**src/rtl/skut_frame_pingpong_pkg.sv**
```systemverilog
// Shared definitions for the SKUT ping-pong frame buffer.
// Contents:
//   UNDERRUN_REPEAT / UNDERRUN_FILL : values of the UNDERRUN_MODE parameter
//   SKUT_DATA_W / SKUT_ADDR_W       : default word and address widths
//   bank_e                          : identifies one of the two frame banks
package skut_pkg;

  localparam int UNDERRUN_REPEAT = 0;  // replay the previous frame on underrun
  localparam int UNDERRUN_FILL   = 1;  // output FILL_VALUE for the whole frame

  localparam int SKUT_DATA_W = 8;
  localparam int SKUT_ADDR_W = 7;

  typedef enum logic {
    BANK_0 = 1'b0,
    BANK_1 = 1'b1
  } bank_e;

endpackage : skut_pkg

```
**src/rtl/skut_frame_pingpong_if.sv**
```systemverilog
// Bus bundle between the SKUT frame former / DAC distributor and the ping-pong buffer.
// Signals:
//   writer : wr_en, wr_addr, wr_data, wr_frame_done (pulse)
//   reader : rd_sync (pulse), rd_en, rd_addr -> rd_data, rd_valid
//   status : rd_bank, swap, underrun, overrun, underrun_cnt, overrun_cnt
// Modports:
//   master : the side driving writes/reads (frame former + distributor, or a bench)
//   slave  : the buffer itself
interface skut_frame_pingpong_if #(
  parameter int DATA_W = 8,
  parameter int ADDR_W = 7,
  parameter int CNT_W  = 8
);

  logic              wr_en;
  logic [ADDR_W-1:0] wr_addr;
  logic [DATA_W-1:0] wr_data;
  logic              wr_frame_done;

  logic              rd_sync;
  logic              rd_en;
  logic [ADDR_W-1:0] rd_addr;
  logic [DATA_W-1:0] rd_data;
  logic              rd_valid;

  logic              rd_bank;
  logic              swap;
  logic              underrun;
  logic              overrun;
  logic [CNT_W-1:0]  underrun_cnt;
  logic [CNT_W-1:0]  overrun_cnt;

  modport master (
    output wr_en, wr_addr, wr_data, wr_frame_done,
    output rd_sync, rd_en, rd_addr,
    input  rd_data, rd_valid,
    input  rd_bank, swap, underrun, overrun, underrun_cnt, overrun_cnt
  );

  modport slave (
    input  wr_en, wr_addr, wr_data, wr_frame_done,
    input  rd_sync, rd_en, rd_addr,
    output rd_data, rd_valid,
    output rd_bank, swap, underrun, overrun, underrun_cnt, overrun_cnt
  );

endinterface : skut_frame_pingpong_if

```
**src/rtl/skut_dp_bank.sv**
```systemverilog
// One frame bank: simple dual-port RAM, one write port and one registered read port.
// Ports:
//   clk, rst_n        : clock, async active-low reset (read register only)
//   we_i/waddr_i/wdata_i : write port
//   re_i/raddr_i      : read enable/address; rdata_o updates the cycle after re_i
//   rdata_o           : registered read data, holds while re_i=0
module skut_dp_bank #(
  parameter int DATA_W = 8,
  parameter int ADDR_W = 7
) (
  input  logic              clk,
  input  logic              rst_n,
  input  logic              we_i,
  input  logic [ADDR_W-1:0] waddr_i,
  input  logic [DATA_W-1:0] wdata_i,
  input  logic              re_i,
  input  logic [ADDR_W-1:0] raddr_i,
  output logic [DATA_W-1:0] rdata_o
);

  localparam int DEPTH = 2 ** ADDR_W;

  logic [DATA_W-1:0] mem_q [DEPTH];
  logic [DATA_W-1:0] rdata_q;

  // NOTE: the array has no reset so it maps onto block RAM; only the read register is reset.
  always_ff @(posedge clk) begin
    if (we_i) begin
      mem_q[waddr_i] <= wdata_i;
    end
  end

  // NOTE: sequential state uses non-blocking assignments so every flop samples pre-edge values.
  always_ff @(posedge clk or negedge rst_n) begin
    if (!rst_n) begin
      rdata_q <= '0;
    end else if (re_i) begin
      rdata_q <= mem_q[raddr_i];
    end
  end

  assign rdata_o = rdata_q;

endmodule : skut_dp_bank

```
**src/rtl/skut_frame_pingpong.sv**
```systemverilog
// Ping-pong frame buffer between the SKUT frame former (writer) and DAC distributor (reader).
// Banks swap only at a reader frame sync, and only if the writer completed a frame since
// the last swap; otherwise the sync is an underrun. A completed frame that is never read
// before the next one completes is an overrun (the newer frame wins).
// Ports:
//   clk, rst_n : clock and async active-low reset
//   bus        : skut_frame_pingpong_if slave modport (write, read and status signals)
module skut_frame_pingpong
  import skut_pkg::*;
#(
  parameter int               DATA_W        = SKUT_DATA_W,
  parameter int               ADDR_W        = SKUT_ADDR_W,
  parameter int               UNDERRUN_MODE = UNDERRUN_REPEAT,
  parameter logic [DATA_W-1:0] FILL_VALUE   = '0,
  parameter int               CNT_W         = 8
) (
  input  logic                  clk,
  input  logic                  rst_n,
  skut_frame_pingpong_if.slave  bus
);

  localparam logic [CNT_W-1:0] CNT_MAX = '1;

  // Bank-select state and status registers
  bank_e            rd_bank_q, rd_bank_d;
  logic             ready_q, ready_d;
  logic             fill_q, fill_d;
  logic             swap_q, swap_d;
  logic             underrun_q, underrun_d;
  logic             overrun_q, overrun_d;
  logic [CNT_W-1:0] ucnt_q, ucnt_d;
  logic [CNT_W-1:0] ocnt_q, ocnt_d;
  logic             ready_eff;

  // Read-path registers: which bank / fill state the last read was taken from
  bank_e            rd_sel_q;
  logic             fill_sel_q;
  logic             rd_valid_q;

  bank_e             wr_bank;
  logic [1:0]        bank_we;
  logic [1:0]        bank_re;
  logic [DATA_W-1:0] bank_rdata [2];

  // NOTE: every always_comb output gets a default first so no path can infer a latch.
  always_comb begin
    rd_bank_d  = rd_bank_q;
    ready_d    = ready_q;
    fill_d     = fill_q;
    swap_d     = 1'b0;
    underrun_d = 1'b0;
    overrun_d  = 1'b0;
    ucnt_d     = ucnt_q;
    ocnt_d     = ocnt_q;
    // A done arriving with the sync counts as ready, and is consumed by that swap.
    ready_eff  = ready_q | bus.wr_frame_done;

    if (bus.rd_sync) begin
      if (ready_eff) begin
        rd_bank_d = bank_e'(~rd_bank_q);
        swap_d    = 1'b1;
        ready_d   = 1'b0;
        fill_d    = 1'b0;
      end else begin
        underrun_d = 1'b1;
        ucnt_d     = (ucnt_q == CNT_MAX) ? ucnt_q : ucnt_q + CNT_W'(1);
        if (UNDERRUN_MODE == UNDERRUN_FILL) begin
          fill_d = 1'b1;
        end
      end
    end else if (bus.wr_frame_done) begin
      ready_d = 1'b1;
      if (ready_q) begin
        overrun_d = 1'b1;
        ocnt_d    = (ocnt_q == CNT_MAX) ? ocnt_q : ocnt_q + CNT_W'(1);
      end
    end
  end

  always_ff @(posedge clk or negedge rst_n) begin
    if (!rst_n) begin
      rd_bank_q  <= BANK_0;
      ready_q    <= 1'b0;
      fill_q     <= 1'b0;
      swap_q     <= 1'b0;
      underrun_q <= 1'b0;
      overrun_q  <= 1'b0;
      ucnt_q     <= '0;
      ocnt_q     <= '0;
    end else begin
      rd_bank_q  <= rd_bank_d;
      ready_q    <= ready_d;
      fill_q     <= fill_d;
      swap_q     <= swap_d;
      underrun_q <= underrun_d;
      overrun_q  <= overrun_d;
      ucnt_q     <= ucnt_d;
      ocnt_q     <= ocnt_d;
    end
  end

  // Writes follow the next-state bank so a write in the swap cycle lands in the new
  // write bank; reads follow the current bank so a read in the swap cycle is pre-swap.
  assign wr_bank = bank_e'(~rd_bank_d);

  always_comb begin
    bank_we = 2'b00;
    bank_re = 2'b00;
    bank_we[wr_bank]   = bus.wr_en;
    bank_re[rd_bank_q] = bus.rd_en;
  end

  for (genvar b = 0; b < 2; b++) begin : g_bank
    skut_dp_bank #(
      .DATA_W (DATA_W),
      .ADDR_W (ADDR_W)
    ) u_bank (
      .clk     (clk),
      .rst_n   (rst_n),
      .we_i    (bank_we[b]),
      .waddr_i (bus.wr_addr),
      .wdata_i (bus.wr_data),
      .re_i    (bank_re[b]),
      .raddr_i (bus.rd_addr),
      .rdata_o (bank_rdata[b])
    );
  end

  // The output mux selects on state captured with the read, so rd_data holds while
  // rd_en=0 even across a swap or a change of fill state.
  always_ff @(posedge clk or negedge rst_n) begin
    if (!rst_n) begin
      rd_sel_q   <= BANK_0;
      fill_sel_q <= 1'b0;
      rd_valid_q <= 1'b0;
    end else begin
      rd_valid_q <= bus.rd_en;
      if (bus.rd_en) begin
        rd_sel_q   <= rd_bank_q;
        fill_sel_q <= fill_q;
      end
    end
  end

  assign bus.rd_data      = fill_sel_q ? FILL_VALUE : bank_rdata[rd_sel_q];
  assign bus.rd_valid     = rd_valid_q;
  assign bus.rd_bank      = rd_bank_q;
  assign bus.swap         = swap_q;
  assign bus.underrun     = underrun_q;
  assign bus.overrun      = overrun_q;
  assign bus.underrun_cnt = ucnt_q;
  assign bus.overrun_cnt  = ocnt_q;

endmodule : skut_frame_pingpong
```
**src/flat_wrapper.sv**
```systemverilog
// flat-port wrapper written by rule: the top's interface ports become plain ports
module skut_frame_pingpong_flat import skut_pkg::*;
#(
  parameter int               DATA_W        = SKUT_DATA_W,
  parameter int               ADDR_W        = SKUT_ADDR_W,
  parameter int               UNDERRUN_MODE = UNDERRUN_REPEAT,
  parameter logic [DATA_W-1:0] FILL_VALUE   = '0,
  parameter int               CNT_W         = 8
)
  (clk, rst_n, bus_wr_en, bus_wr_addr, bus_wr_data, bus_wr_frame_done, bus_rd_sync, bus_rd_en, bus_rd_addr, bus_rd_data, bus_rd_valid, bus_rd_bank, bus_swap, bus_underrun, bus_overrun, bus_underrun_cnt, bus_overrun_cnt);
  skut_frame_pingpong_if #(.DATA_W(DATA_W), .ADDR_W(ADDR_W), .CNT_W(CNT_W)) bus_i ();
  input  logic clk;
  input  logic rst_n;
  input wire logic [$bits(bus_i.wr_en)-1:0] bus_wr_en;
  input wire logic [$bits(bus_i.wr_addr)-1:0] bus_wr_addr;
  input wire logic [$bits(bus_i.wr_data)-1:0] bus_wr_data;
  input wire logic [$bits(bus_i.wr_frame_done)-1:0] bus_wr_frame_done;
  input wire logic [$bits(bus_i.rd_sync)-1:0] bus_rd_sync;
  input wire logic [$bits(bus_i.rd_en)-1:0] bus_rd_en;
  input wire logic [$bits(bus_i.rd_addr)-1:0] bus_rd_addr;
  output wire logic [$bits(bus_i.rd_data)-1:0] bus_rd_data;
  output wire logic [$bits(bus_i.rd_valid)-1:0] bus_rd_valid;
  output wire logic [$bits(bus_i.rd_bank)-1:0] bus_rd_bank;
  output wire logic [$bits(bus_i.swap)-1:0] bus_swap;
  output wire logic [$bits(bus_i.underrun)-1:0] bus_underrun;
  output wire logic [$bits(bus_i.overrun)-1:0] bus_overrun;
  output wire logic [$bits(bus_i.underrun_cnt)-1:0] bus_underrun_cnt;
  output wire logic [$bits(bus_i.overrun_cnt)-1:0] bus_overrun_cnt;
  assign bus_i.wr_en = bus_wr_en;
  assign bus_i.wr_addr = bus_wr_addr;
  assign bus_i.wr_data = bus_wr_data;
  assign bus_i.wr_frame_done = bus_wr_frame_done;
  assign bus_i.rd_sync = bus_rd_sync;
  assign bus_i.rd_en = bus_rd_en;
  assign bus_i.rd_addr = bus_rd_addr;
  assign bus_rd_data = bus_i.rd_data;
  assign bus_rd_valid = bus_i.rd_valid;
  assign bus_rd_bank = bus_i.rd_bank;
  assign bus_swap = bus_i.swap;
  assign bus_underrun = bus_i.underrun;
  assign bus_overrun = bus_i.overrun;
  assign bus_underrun_cnt = bus_i.underrun_cnt;
  assign bus_overrun_cnt = bus_i.overrun_cnt;
  skut_frame_pingpong #(.DATA_W(DATA_W), .ADDR_W(ADDR_W), .UNDERRUN_MODE(UNDERRUN_MODE), .FILL_VALUE(FILL_VALUE), .CNT_W(CNT_W)) u_core (.clk(clk), .rst_n(rst_n), .bus(bus_i));
endmodule
```
**config.mk**
```make
export PLATFORM = sky130hd
export DESIGN_NAME = skut_frame_pingpong_flat
export DESIGN_NICKNAME = d
export VERILOG_FILES = /design/src/rtl/skut_frame_pingpong_pkg.sv /design/src/rtl/skut_frame_pingpong_if.sv /design/src/rtl/skut_dp_bank.sv /design/src/rtl/skut_frame_pingpong.sv /design/src/flat_wrapper.sv
export SDC_FILE = /design/constraint.sdc
export NUM_CORES = 2
export LEC_CHECK = 0
export CAP_MARGIN = 30
export CORE_ASPECT_RATIO = 1.75
export CORE_UTILIZATION = 55
export DETAILED_ROUTE_END_ITERATION = 12
export PLACE_DENSITY = 0.74
export SYNTH_ARGS = -nofsm -noshare
export SYNTH_HDL_FRONTEND = slang
export SYNTH_SLANG_ARGS = --single-unit
```
**constraint.sdc**
```tcl
create_clock -name clk -period 4.1 [get_ports clk]
set_input_delay 0.41 -clock clk [delete_from_list [all_inputs] [get_ports clk]]
set_output_delay 0.41 -clock clk [all_outputs]
set_load 0.02 [all_outputs]
```
==> results.toml <==
[synthesis]
synth_cell_types = 75
synthCells = 4020
yosysMostFrequentCell = "edfxtp_1"
synth_area_mm2 = 0.0819
synth.top_cell.area_share_pct = 75.1
synthTopCellsByArea = "edfxtp_1, mux4_2, mux2i_1, nor2_1, dfrtp_1"
synth_top_area_cell = "edfxtp_1"
synth_nets = 4050
yosys_warnings = 0
async_flop_share_pct = 1.87
synth_ff_type = "edfxtp_1"
synth-seq-cells = 2087
yosys-top-cells-count = "edfxtp_1, mux4_2, nor2_1"
synth_edf_count = 2048
syn_avg_cell_area_um2 = 20.4
synth-seq-area-share_pct = 76.3

[timing]
final_hold_viol_count = 0
fmax_mhz = 293
period_needed_ns = 3.41
setup_tns_ns = 0
tightest_slew_ns = 1.13
rsz0062_at_grt = "no"
period_share_pct = 83.1
clock_skew_ns = 0.0359
hold-worst-slack_ns = 0.196
setup_viol = 0
worst_slack_ns = 0.692
relSlewSlack_pct = 25.0
slew_viol_final = 0

[placement]
io_buffers = 56
place_ws_ns = 0.187
dpl.cell_count = 6215
dp_hpwl_mm = 141
gp_congestion = 0.937

[power]
p_per_area_mw_per_mm2 = 470
fin_total_pwr_mw = 43.2
p_leak_nw = 29.5
power_frac_comb_pct = 7.5
sw_frac_of_total_pct = 22.3
power_frac_seq_pct = 54.9
netSwitchingPower_mw = 9.63
clock_power_share_pct = 37.6
intPower_mw = 33.6
vdd_drop_max_v = 0.000360

[global_routing]
grt.total_usage_pct = 29.3
grt_pass1_vias = 43800
antenna_found_initial = 8
grt_pass1_wl_mm = 311
overflow = 0
grt_max_degree = 129

[clocking]
ctsRootBufferMaster = "clkbuf_16"
cts_setup_buffers = 0
cts_tree = "done"
numCtsBuffers = 168
clock_sinks = 2087
clk_pin_slew_ns = 0.07
htreeDepth = 4
clk-insertion-delay-late_ns = 0.81
ctsLongestPathBuffers = 3

[detailed_routing]
drc = 0
routed_wl_mm = 218
vias = 43000
avgViaCountPerCell = 6.59
wl_per_cell_um = 33.4
drtPass1Iterations = 5
drtIter0Drc = 5246
ant_nets = 0

[floorplanning]
core_area_mm2 = 0.148
row_count = 187
fp.dieW_um = 294
initial_core_util_pct = 55.3
die_area_mm2 = 0.150
io_pins = 57
fp.dieH_um = 512

[final_layout]
fin_cells = 6520
syn2layout_area_growth_pct = 12.5
finish.net_count = 4434
drive_gt1_share_pct = 24.6
n_fill_cell = 9748

[critical_path]
worstSetupEndpointType = "register"
critPathMaxFanout = 7
critPathTopFamily = "simple AND/OR/NAND/NOR gates"
cp.arrival_ns = 4.14
reg2regPathDepth = 7
slowest_stage = "a211oi_1"
crit_buf_inv = 2
r2r-start = "u_core.bus.rd_bank"
path_class = "reg -> reg"
worstSetupStartpointType = "register"
crit_top_cell = "buf_4"
path_cells = "and2b_1, nand2b_1, buf_4, or4_1, a211oi_1, buf_4, a221o_1"
crit_path_start = "u_core.bus.rd_bank"
r2r-end = "u_core.g_bank[0].u_bank.rdata_o[3]"
r2r_setup_slack_ns = 0.69
max_stage_delay_ns = 0.86
cp.required_ns = 4.83

[min_path]
hp-class = "in -> reg"
worstHoldStart = "bus_wr_data[5]"
hold-path-cell-count = 1
min_to = "u_core.g_bank[0].u_bank.mem_q[95][5]"

[status]
run_status = "finished, final reports clean"

[job]
maxCapViolCount = 0
[cells in the final DEF (no fill, tap or decap), drive strengths merged, types with 32 or more instances in the layout]
cell type      count
nand3             32
mux4             431
clkdlybuf4s50     42
a21oi             49
clkinv            60
a22oi             33
nand2            141
buf              397
nor2             326
o21ai             49
o22ai             64
clkbuf           210
dfrtp             39
mux2i            180
edfxtp          2048
nor3              40
a211oi            35
[how the worst max path moves through the flow]
stage / end / slack, ns / cells past startpoint
global route: u_core.g_bank[1].u_bank.mem_q[88][5] / 0.61 / 8
CTS: u_core.g_bank[0].u_bank.rdata_o[3] / 0.87 / 7
detailed placement: u_core.g_bank[0].u_bank.rdata_o[3] / 0.19 / 9
global placement: u_core.g_bank[0].u_bank.rdata_o[3] / 0.16 / 9
floorplan: u_core.g_bank[0].u_bank.rdata_o[7] / 1.72 / 8
finish: u_core.g_bank[0].u_bank.rdata_o[3] / 0.69 / 7
[power groups by stage]
stage	registers [mW]	clock network, mW	logic [mW]
after floorplan	24.2	0	1.57
after global placement	24.2	0	3.11
after detailed placement	24.2	0	3.16
after CTS	23.7	16.3	3.18
after global routing	23.7	17.1	3.32
final	23.8	16.3	3.22
[per-stage QoR]
stage / cell area, µm² / utilization, %
after floorplan: 81900 / -
after global placement: 86500 / 58.4
after detailed placement: 86500 / 58.4
after CTS: 92000 / 62.1
after global routing: 92100 / 62.2
final: 92100 / 62.2
[registers in the layout (all words and copies together) (netlist names)]
signal,flops
u_core.bus.overrun,1
u_core.g_bank.u_bank.rdata_o,16
u_core.bus.rd_bank,1
u_core.bus.swap,1
u_core.bus.rd_valid,1
u_core.bus.underrun_cnt,8
u_core.g_bank.u_bank.mem_q,2048
u_core.rd_sel_q,1
u_core.ready_q,1
u_core.bus.overrun_cnt,8
u_core.bus.underrun,1
[cells by family after synthesis]
kind of cell / count (synthesis) / share of synthesized area (%)
AOI/OAI and AO/OA: 377 / 3.30
xor gates and xnor gates: 15 / 0.160
adders and majority gates: 2 / 0.0306
buffers and inverters: 244 / 2.15
DFF: 2087 / 76.3
muxes: 639 / 14.5
and+or+nand+nor: 656 / 3.53
[repair_timing]
item,in CTS,in global routing
gates resized for setup,0,0
endpoints found under the hold margin,39,6
hold buffers,1,1
[worst register-to-register path: cells and delay by family (launching register included)]
kind                   cells  cell delay [ns]
AO/OA/AOI/OAI              2             0.96
buffers and inverters      2             0.50
flip-flops                 1             0.51
AND/OR/NAND/NOR            3             1.36
[per-layer routing]
metal  vias up  share of wire, %  GRT usage (%)
met2      2768                51           49.0
met3       671               8.8           5.23
met4         8               7.7           19.8
met1     22200                33           34.8
met5         -             0.016              0
li1      17300                 -              -
[layout make-up]
cell class	count	area (µm²)	share of cell area (%)
clock buffers	202	4500	4.89
clock inverters	96	985	1.07
repair buffers	449	3930	4.27
multi-input cells	1689	17700	19.2
diodes	4	10.0	0.0109
inverters	9	35.0	0.0380
flip-flops and latches	2087	62500	67.8
well taps	1984	2480	2.70
Note: power is estimated with default switching activity, not from simulation.
